## src/rtl/irq_ctrl_pkg.sv

```systemverilog
// Shared constants and helpers for the 8-source CPU interrupt controller.
package irq_ctrl_pkg;

  localparam int unsigned AddrW      = 16;
  localparam int unsigned DataW      = 8;
  localparam int unsigned MaxSources = 8;
  localparam int unsigned OfsW       = 3;
  localparam int unsigned WinBytes   = 6;

  localparam logic [OfsW-1:0] PEND_OFS   = 3'd0;
  localparam logic [OfsW-1:0] ENABLE_OFS = 3'd1;
  localparam logic [OfsW-1:0] ACTIVE_OFS = 3'd2;
  localparam logic [OfsW-1:0] VECTOR_OFS = 3'd3;
  localparam logic [OfsW-1:0] MODE_OFS   = 3'd4;
  localparam logic [OfsW-1:0] SWSET_OFS  = 3'd5;

  localparam logic [DataW-1:0] VEC_NONE = 8'h80;

  // Index of the lowest set bit, VEC_NONE when no bit is set.
  function automatic logic [DataW-1:0] lowest_set(input logic [MaxSources-1:0] v);
    logic [DataW-1:0] idx;
    idx = VEC_NONE;
    for (int i = MaxSources - 1; i >= 0; i--) begin
      if (v[i]) idx = DataW'(i);
    end
    return idx;
  endfunction

endpackage

```

## src/rtl/irq_sync_edge.sv

```systemverilog
// Two-flop synchroniser plus history flop for one interrupt source; flags a rising edge.
module irq_sync_edge (
  input  logic clk_i,
  input  logic reset_i,
  input  logic async_i,
  output logic level_o,
  output logic rise_c_o
);

  logic s1_q, s2_q, s3_q;

  always_ff @(posedge clk_i) begin
    if (reset_i) begin
      s1_q <= 1'b0;
      s2_q <= 1'b0;
      s3_q <= 1'b0;
    end else begin
      s1_q <= async_i;
      s2_q <= s1_q;
      s3_q <= s2_q;
    end
  end

  assign level_o  = s2_q;
  assign rise_c_o = s2_q & ~s3_q;

endmodule

```

## src/rtl/irq_ctrl_cpu.sv

```systemverilog
// Memory-mapped 8-source interrupt controller driving the CPU's level IRQ input.
// Optional per-source edge/level MODE register enabled by IRQ_MODE_CFG_EN.
module irq_ctrl_cpu
  import irq_ctrl_pkg::*;
#(
  parameter logic [AddrW-1:0] BaseAddress = 16'h9500,
  parameter int unsigned      NumSources  = 8
) (
  input  logic                  clk_i,
  input  logic                  reset_i,
  input  logic [AddrW-1:0]      address_i,
  input  logic [DataW-1:0]      data_i,
  input  logic                  rd_wr_i,
  output logic [DataW-1:0]      data_o,
  input  logic [NumSources-1:0] src_i,
  output logic                  irq_o
);

  localparam logic [MaxSources-1:0] SrcMask = MaxSources'((1 << NumSources) - 1);

  logic [MaxSources-1:0] pend_q, pend_d;
  logic [MaxSources-1:0] enable_q, enable_d;
  logic [DataW-1:0]      data_q, data_d;
  logic                  irq_q, irq_d;
`ifdef IRQ_MODE_CFG_EN
  logic [MaxSources-1:0] mode_q, mode_d;
`endif

  logic [MaxSources-1:0] src_lvl, src_rise_c;
  logic [AddrW-1:0]      ofs_full_c;
  logic [OfsW-1:0]       ofs_c;
  logic                  in_win_c, wr_c;
  logic [MaxSources-1:0] wdata_c, active_c, set_c, clr_c, mode_rd_c;

  // Per-source synchronisers; unimplemented sources tie off to zero.
  for (genvar i = 0; i < NumSources; i++) begin : g_src
    irq_sync_edge u_sync (
      .clk_i    (clk_i),
      .reset_i  (reset_i),
      .async_i  (src_i[i]),
      .level_o  (src_lvl[i]),
      .rise_c_o (src_rise_c[i])
    );
  end
  if (NumSources < MaxSources) begin : g_pad
    assign src_lvl[MaxSources-1:NumSources]    = '0;
    assign src_rise_c[MaxSources-1:NumSources] = '0;
  end

`ifndef IRQ_MODE_CFG_EN
  logic unused_src_lvl;
  assign unused_src_lvl = ^src_lvl;
`endif

  // Window decode: the unsigned distance from the base is below the window size.
  assign ofs_full_c = address_i - BaseAddress;
  assign in_win_c   = (ofs_full_c < AddrW'(WinBytes));
  assign ofs_c      = ofs_full_c[OfsW-1:0];
  assign wr_c       = rd_wr_i & in_win_c;

  always_comb begin
    wdata_c   = data_i & SrcMask;
    active_c  = pend_q & enable_q;
    enable_d  = enable_q;
    clr_c     = '0;
`ifdef IRQ_MODE_CFG_EN
    mode_d    = mode_q;
    mode_rd_c = mode_q;
    set_c     = (src_rise_c & mode_q) | (src_lvl & ~mode_q);
`else
    mode_rd_c = SrcMask;
    set_c     = src_rise_c;
`endif

    if (wr_c) begin
      case (ofs_c)
        PEND_OFS:   clr_c    = wdata_c;
        ENABLE_OFS: enable_d = wdata_c;
`ifdef IRQ_MODE_CFG_EN
        MODE_OFS:   mode_d   = wdata_c;
`endif
        SWSET_OFS:  set_c    = set_c | wdata_c;
        default:    ;
      endcase
    end

    // Any set source overrides a simultaneous write-1-to-clear.
    pend_d = (pend_q & ~clr_c) | set_c;
    irq_d  = |active_c;

    data_d = '0;
    if (in_win_c) begin
      case (ofs_c)
        PEND_OFS:   data_d = DataW'(pend_q);
        ENABLE_OFS: data_d = DataW'(enable_q);
        ACTIVE_OFS: data_d = DataW'(active_c);
        VECTOR_OFS: data_d = lowest_set(active_c);
        MODE_OFS:   data_d = DataW'(mode_rd_c);
        default:    data_d = '0;
      endcase
    end
  end

  always_ff @(posedge clk_i) begin
    if (reset_i) begin
      pend_q   <= '0;
      enable_q <= '0;
      data_q   <= '0;
      irq_q    <= 1'b0;
`ifdef IRQ_MODE_CFG_EN
      mode_q   <= SrcMask;
`endif
    end else begin
      pend_q   <= pend_d;
      enable_q <= enable_d;
      data_q   <= data_d;
      irq_q    <= irq_d;
`ifdef IRQ_MODE_CFG_EN
      mode_q   <= mode_d;
`endif
    end
  end

  assign data_o = data_q;
  assign irq_o  = irq_q;

endmodule
```

## config.mk

```make
export PLATFORM = sky130hd
export DESIGN_NAME = irq_ctrl_cpu
export DESIGN_NICKNAME = d
export VERILOG_FILES = /design/src/rtl/irq_ctrl_pkg.sv /design/src/rtl/irq_sync_edge.sv /design/src/rtl/irq_ctrl_cpu.sv
export SDC_FILE = /design/constraint.sdc
export NUM_CORES = 1
export LEC_CHECK = 0
export CAP_MARGIN = 20
export CORE_UTILIZATION = 44
export CTS_BUF_LIST = sky130_fd_sc_hd__clkbuf_16
export CTS_CLUSTER_DIAMETER = 30
export DETAILED_ROUTE_END_ITERATION = 10
export GPL_ROUTABILITY_DRIVEN = 0
export HOLD_SLACK_MARGIN = 0.12
export PLACE_DENSITY = 0.71
export SYNTH_ARGS = -nofsm -noshare
export SYNTH_HDL_FRONTEND = slang
export SYNTH_SLANG_ARGS = --single-unit
```

## constraint.sdc

```tcl
create_clock -name clk_i -period 3.45 [get_ports clk_i]
set_input_delay 1.035 -clock clk_i [delete_from_list [all_inputs] [get_ports clk_i]]
set_output_delay 1.035 -clock clk_i [all_outputs]
set_load 0.01 [all_outputs]
```

==> results of run 1 <==
[power by group]
part | switching [W] | internal [W] | total, W | leakage, nW
sequential | 0.00000959 | 0.000582 | 0.000591 | 0.400
combinational | 0.0000433 | 0.0000557 | 0.0000990 | 0.434
clock | 0.000214 | 0.000273 | 0.000488 | 0.0680
[worst max-delay path by stage]
| stage | end | slack, ps | depth (start not counted) |
|---|---|---|---|
| after floorplan | enable_q[0] | 1040 | 6 |
| after global placement | enable_q[6] | 480 | 6 |
| after detailed placement | enable_q[6] | 380 | 6 |
| after CTS | enable_q[1] | 650 | 6 |
| after global routing | enable_q[1] | 580 | 6 |
| final | enable_q[1] | 650 | 6 |
[cells by family after synthesis]
family | after synthesis
multiplexers | 8
buffers and inverters | 19
AND/OR/NAND/NOR | 80
AO/OA/AOI/OAI | 58
flip-flops | 49
[registers in the layout, summed over array words and instances (netlist names)]
name and count:
pend_q 8, g_src.u_sync.s3_q 8, enable_q 8, data_o 8
irq_o 1, g_src.u_sync.s1_q 8, g_src.u_sync.level_o 8
[cells in the mapped netlist (all sizes together)]
master and number:
nand3 4, nor3b 1, o22ai 1, or3 1, nor2b 26, a22oi 3
nor3 1, a32o 1, nand2b 2, and4bb 1, o2111ai 1, inv 8
dfxtp 49, and4 1, a32oi 8, o21ai 19, nor4b 2, clkbuf 9
a21oi 21, nand4 2, a31oi 3, mux2i 8, and2b 1, a211o 1
clkinv 1, buf 1, or3b 6, nand2 17, nor2 14, and2 1
[area by class of cell]
class                   count  area, µm²  area share (%)
flip-flops and latches     49        981            37.4
multi-input cells         146        936            35.7
repair buffers             46        453            17.3
clock buffers               5        125            4.78
well taps                  52       65.1            2.48
inverters                   9       33.8            1.29
clock inverters             3       26.3            1.00
[through the flow]
stage / util (%) / hold WS, ps
after CTS: 60.2 / 437
after floorplan: - / 414
final: 60.2 / 436
after detailed placement: 56.7 / 420
after global routing: 60.2 / 452
after global placement: 56.7 / 417
[metal layers]
layer | track usage [%] | share of wire (%) | wire length [µm] | up-vias
met1 | 20.9 | 45 | 1850 | 762
met3 | 4.65 | 3.1 | 126 | 6
met2 | 32.0 | 49 | 2020 | 41
li1 | - | - | - | 838
met5 | 0 | 0 | 0 | -
met4 | 8.16 | 2.4 | 97 | 0
==> flow_summary.rst, run 1 <==
.. list-table::
   :header-rows: 1

   * - Metric
     - Value
   * - Antenna violations before repair
     - 0
   * - Cell-by-cell trace of the critical path
     - clkdlybuf4s50_1 -> nor4b_4 -> nand4_4 -> nor3_4 -> mux2i_1 -> nor2_1
   * - Number of cells traversed by the worst hold path
     - 1
   * - Post-cts repair resize count
     - 0
   * - Status
     - finished clean
   * - Count of hold buffers inserted by post-cts repair
     - 0
   * - Post-CTS setup buffer count
     - 0
   * - Number of max-cap violations
     - 0
   * - Worst slack at placement
     - 384 ps
   * - Crit path largest cell delay
     - 520 ps
   * - Layout Cells excl Fill
     - 310
   * - Final HPWL from detailed placement
     - 2970 µm
   * - Vertical die dimension
     - 69.3 µm
   * - Buffer depth of the longest clock path
     - 2
   * - Number of levels the H-tree was split into
     - 2
   * - I/O pin count
     - 44
   * - Kind of path behind the tightest hold check
     - reg -> reg
   * - Detailed-route wire length per cell
     - 13.2 µm
   * - Normalized max-slew margin
     - 65.1%
   * - Die Area
     - 0.00481 mm²
   * - Clock latency at the later pin of the worst-skew pair
     - 280 ps
   * - Tcrit/Tclk final
     - 81.2%
   * - Top cell family by delay on the critical path
     - simple AND/OR/NAND/NOR gates
   * - Data required time of the worst path
     - 3610 ps
   * - Area inside the core boundary
     - 0.00435 mm²
   * - Worst setup EP type
     - register
   * - CTS tree
     - built
   * - Global-route wire length before repair
     - 7090 µm
   * - Fill count
     - 355
   * - Placed instance area
     - 0.00247 mm²
   * - Final TNS setup
     - 0 ps
   * - Share of layout cells above drive strength 1
     - 8.53%
   * - Share of the synthesized area in the top cell type
     - 49.2%
   * - Number of DRC markers after the initial detailed-route iteration
     - 128
   * - Startpoint of the tightest hold check path
     - g_src[0].u_sync.s1_q
   * - Final worst slack
     - 647 ps
   * - Number of max-slew violations in the final report
     - 0
   * - Area contributors post-synth
     - dfxtp_1, nor2b_1, a21oi_1
   * - Mapped Nets
     - 249
   * - Max Clock Skew
     - 5.40 ps
   * - Type of element launching the critical path
     - input port
   * - Fraction of the mapped netlist area in compound gates
     - 17.3%
   * - PD cells
     - 450 mW/mm²
   * - Final layout net count
     - 292
   * - Cell area after layout
     - 0.00262 mm²
   * - Flip-flop and latch count after synthesis
     - 49
   * - Die W
     - 69.3 µm
   * - Arr. time, crit path
     - 2960 ps
   * - Simple-gate share of the synthesized area
     - 25.6%
   * - Clock slew seen by the registers of the worst setup and hold paths
     - 70 ps
   * - Start-to-end type of the worst setup path
     - in -> reg
   * - Number of buffers inserted during clock tree synthesis
     - 5
   * - Final setup fails
     - 0
   * - Starting utilization of the core area
     - 45.8%
   * - Cells after synthesis
     - 214
   * - Avg Inst Size Synth
     - 9.33 µm²
   * - RSZ-0062 raised after global routing
     - no
   * - Tot GR Track Use
     - 18.3%
   * - Most common library cell in the layout ignoring fill and taps
     - dfxtp_1
   * - Global route overflow
     - 0
   * - Worst reg2reg endpoint
     - data_o[7]
   * - Row count
     - 24
   * - Adder-cell area share of the yosys netlist
     - 0%
   * - Clock tree root buffer cell
     - clkbuf_16
   * - Number of remaining DRC errors
     - 0
   * - Final routed wirelength across all metal layers
     - 4090 µm
   * - Overall power
     - 0.00118 W
   * - Iteration count of the initial detailed-routing pass
     - 4
   * - Portion of netlist area occupied by mux cells
     - 4.01%
   * - Final Critical Period
     - 2800 ps
   * - Main combinational cell family by area after synthesis
     - simple AND/OR/NAND/NOR gates
   * - FMAX
     - 0.357 GHz
   * - Maximum number of pins on one net before global-route repair
     - 42
   * - Library cell occupying the most area in the post-synthesis netlist
     - dfxtp_1
   * - Xor and xnor area share after synthesis
     - 0%
   * - Sequential fraction of the synthesis area
     - 49.2%
   * - Hold Vio Cnt, Final
     - 0
   * - Peak fanout along the critical path
     - 9
   * - Bufs and invs on worst path
     - 1
   * - Number of global-route vias before repair
     - 1606
   * - Terminating pin of the worst hold path
     - g_src[0].u_sync.level_o
   * - Syn. warnings
     - 0
   * - Layout overhead on the synthesized area
     - 31.3%
   * - Synth Cell Area
     - 0.00200 mm²
   * - Count of placed standard cells including taps
     - 302
   * - Actual slew at the worst max-slew pin
     - 521 ps
   * - Number of cells on the worst reg-to-reg path
     - 4
   * - I/O Buffers
     - 43
   * - CP max stage cell
     - clkdlybuf4s50_1
   * - Via total after detailed routing
     - 1647
   * - VDD IR-drop max
     - 0.387 mV
   * - R2r setup slk
     - 2110 ps
   * - Clk sinks
     - 49
   * - Launching instance or port of the critical path
     - address_i[1]
   * - Vias per inst
     - 5.31
   * - Distinct cell type count after synthesis
     - 32
   * - Number of antenna diodes
     - 0
   * - Leakage power summed over all cells
     - 0.901 nW
   * - Origin of the critical flop-to-flop path
     - pend_q[7]
   * - Highest-count cells in the layout ignoring fill and taps
     - dfxtp_1, clkdlybuf4s50_1, nor2b_1
   * - Post-route antenna net violation count
     - 0
(Power assumes the default switching activity.)
==> inputs of run 2 (changes only) <==
==> constraint.sdc (replaced) <==
create_clock -name clk_i -period 2.6 [get_ports clk_i]
set_input_delay 0.78 -clock clk_i [delete_from_list [all_inputs] [get_ports clk_i]]
set_output_delay 0.78 -clock clk_i [all_outputs]
set_load 0.01 [all_outputs]
==> run 2 against run 1 <==
Combinational power rose by 32%. Clock-buffer cell count did not move. Highest routed layer unchanged. Largest cell class unchanged. Critical path depth rose by 1.
==> flow_summary.rst, run 2 (same netlist as run 1, synthesis figures left out) <==
.. list-table::
   :header-rows: 1

   * - Metric
     - Value
   * - Status
     - finished clean
   * - Startpoint of the tightest hold check path
     - g_src[4].u_sync.s1_q
   * - Clk sinks
     - 49 (unchanged)
   * - Buffer depth of the longest clock path
     - 2 (unchanged)
   * - PD cells
     - 584 mW/mm² (+30%)
   * - Post-CTS setup buffer count
     - 0 (unchanged)
   * - Start-to-end type of the worst setup path
     - in -> reg
   * - Final routed wirelength across all metal layers
     - 4050 µm (-1.1%)
   * - Data required time of the worst path
     - 2760 ps (-850 ps)
   * - Number of global-route vias before repair
     - 1513 (-5.8%)
   * - Die Area
     - 0.00481 mm² (unchanged)
   * - Highest-count cells in the layout ignoring fill and taps
     - dfxtp_1, clkdlybuf4s50_1, nor2b_1
   * - Number of remaining DRC errors
     - 0 (unchanged)
   * - Peak fanout along the critical path
     - 8 (-1)
   * - Row count
     - 24 (unchanged)
   * - Actual slew at the worst max-slew pin
     - 552 ps (+30.4 ps)
   * - Clock slew seen by the registers of the worst setup and hold paths
     - 70 ps (about the same)
   * - RSZ-0062 raised after global routing
     - no
   * - Post-route antenna net violation count
     - 0 (unchanged)
   * - FMAX
     - 0.442 GHz
   * - Layout Cells excl Fill
     - 313 (+0.97%)
   * - Layout overhead on the synthesized area
     - 32.8%
   * - Number of max-slew violations in the final report
     - 0 (unchanged)
   * - Most common library cell in the layout ignoring fill and taps
     - dfxtp_1
   * - Final setup fails
     - 0 (unchanged)
   * - Final HPWL from detailed placement
     - 3000 µm (+0.94%)
   * - Global route overflow
     - 0 (unchanged)
   * - Clock latency at the later pin of the worst-skew pair
     - 280 ps (about the same)
   * - Antenna violations before repair
     - 0 (unchanged)
   * - Iteration count of the initial detailed-routing pass
     - 4 (unchanged)
   * - CTS tree
     - built
   * - Type of element launching the critical path
     - input port
   * - Detailed-route wire length per cell
     - 12.9 µm (-2.1%)
   * - Maximum number of pins on one net before global-route repair
     - 42 (unchanged)
   * - Vertical die dimension
     - 69.3 µm (unchanged)
   * - Area inside the core boundary
     - 0.00435 mm² (unchanged)
   * - Fin Hold WS
     - 436 ps (-0.586 ps)
   * - Worst setup EP type
     - register
   * - Leakage power summed over all cells
     - 0.922 nW (+2.3%)
   * - Number of max-cap violations
     - 0 (unchanged)
   * - Kind of path behind the tightest hold check
     - reg -> reg
   * - R2r setup slk
     - 1260 ps (-850 ps)
   * - Final layout net count
     - 295 (+1.0%)
   * - Count of placed standard cells including taps
     - 305 (+0.99%)
   * - Origin of the critical flop-to-flop path
     - pend_q[7]
   * - Worst reg2reg endpoint
     - data_o[7]
   * - VDD IR-drop max
     - 0.409 mV (+5.7%)
   * - I/O Buffers
     - 43 (unchanged)
   * - Via total after detailed routing
     - 1650 (+0.18%)
   * - Tcrit/Tclk final
     - 87.1%
   * - Number of antenna diodes
     - 0 (unchanged)
   * - Number of cells on the worst reg-to-reg path
     - 4 (unchanged)
   * - Post-cts repair resize count
     - 0 (unchanged)
   * - Vias per inst
     - 5.27 (-0.78%)
   * - I/O pin count
     - 44 (unchanged)
   * - Cell area after layout
     - 0.00265 mm² (+1.1%)
   * - Number of DRC markers after the initial detailed-route iteration
     - 165 (+29%)
   * - Placed instance area
     - 0.00250 mm² (+1.4%)
   * - Global-route wire length before repair
     - 7010 µm (-1.2%)
   * - Terminating pin of the worst hold path
     - g_src[4].u_sync.level_o
   * - Clock tree root buffer cell
     - clkbuf_16
   * - Arr. time, crit path
     - 2430 ps (-530 ps)
   * - Launching instance or port of the critical path
     - address_i[1]
   * - Final TNS setup
     - 0 ps (unchanged)
   * - Tot GR Track Use
     - 18.0% (-0.35 points)
   * - Number of cells traversed by the worst hold path
     - 1 (unchanged)
   * - Share of layout cells above drive strength 1
     - 9.20% (+0.67 points)
   * - Hold Vio Cnt, Final
     - 0 (unchanged)
   * - Starting utilization of the core area
     - 45.8% (unchanged)
   * - Max Clock Skew
     - 1.92 ps (-3.49 ps)
   * - Normalized max-slew margin
     - 63.1% (-2.0 points)
   * - Number of buffers inserted during clock tree synthesis
     - 5 (unchanged)
   * - Count of hold buffers inserted by post-cts repair
     - 0 (unchanged)
   * - Number of levels the H-tree was split into
     - 2 (unchanged)
   * - Final Critical Period
     - 2260 ps
   * - Die W
     - 69.3 µm (unchanged)
[run 2: changes by cell type in the layout (fill, tap and decap cells not counted)]
cell        before  now
buf_12           0    1
buf_4            3    5
clkinv_1         1    2
clkinv_4         0    1
clkinvlp_4       2    0
inv_6            0    1
inv_8            1    0
[run 2: layer usage]
metal / share of wire [%] / GRT usage, % / vias up
li1: - / - / 843
met1: 46 / 22.9 / 745
met2: 48 / 29.2 / 51
met3: 4.6 / 3.78 / 11
met4: 2.1 / 7.94 / 0
met5: 0 / 0 / -
[run 2: stage by stage]
step | total power, W | worst slack [ps] | utilization [%]
6_report | 0.00155 | 336 | 60.9
5_1_grt | 0.00160 | 215 | 60.9
4_1_cts | 0.00157 | 327 | 60.9
3_5_place_dp | 0.000933 | 39.3 | 57.5
3_3_place_gp | 0.000930 | 85.4 | 57.5
2_1_floorplan | 0.000856 | 443 | -
[run 2: worst max-delay path: stages]
cell	delay (ps)
clkdlybuf4s50_1	520
nor4b_4	400
nand4_4	150
nor3_4	180
buf_12	150
mux2i_1	190
nor2_1	50
[run 2: final cells by class]
| class | instances | area [µm²] |
|---|---|---|
| Fill cell | 381 | 1700 |
| Tap cell | 52 | 65.1 |
| Inverter | 9 | 33.8 |
| Timing Repair Buffer | 49 | 488 |
| Clock inverter | 3 | 21.3 |
| Sequential cell | 49 | 981 |
| Multi-Input combinational cell | 146 | 936 |
| Clock buffer | 5 | 125 |
[run 2: worst max path at each step]
stage,to,slack [ps],cells past startpoint
2_1_floorplan,enable_q[0],440,6
3_3_place_gp,enable_q[7],90,7
3_5_place_dp,enable_q[2],40,7
4_1_cts,enable_q[3],330,7
5_1_grt,enable_q[0],220,7
6_report,enable_q[3],340,7
[run 2: power breakdown]
part | switching [W] | total [W] | internal [W]
Sequential | 0.0000126 | 0.000784 | 0.000772
Clock | 0.000273 | 0.000631 | 0.000358
Combinational | 0.0000564 | 0.000131 | 0.0000748
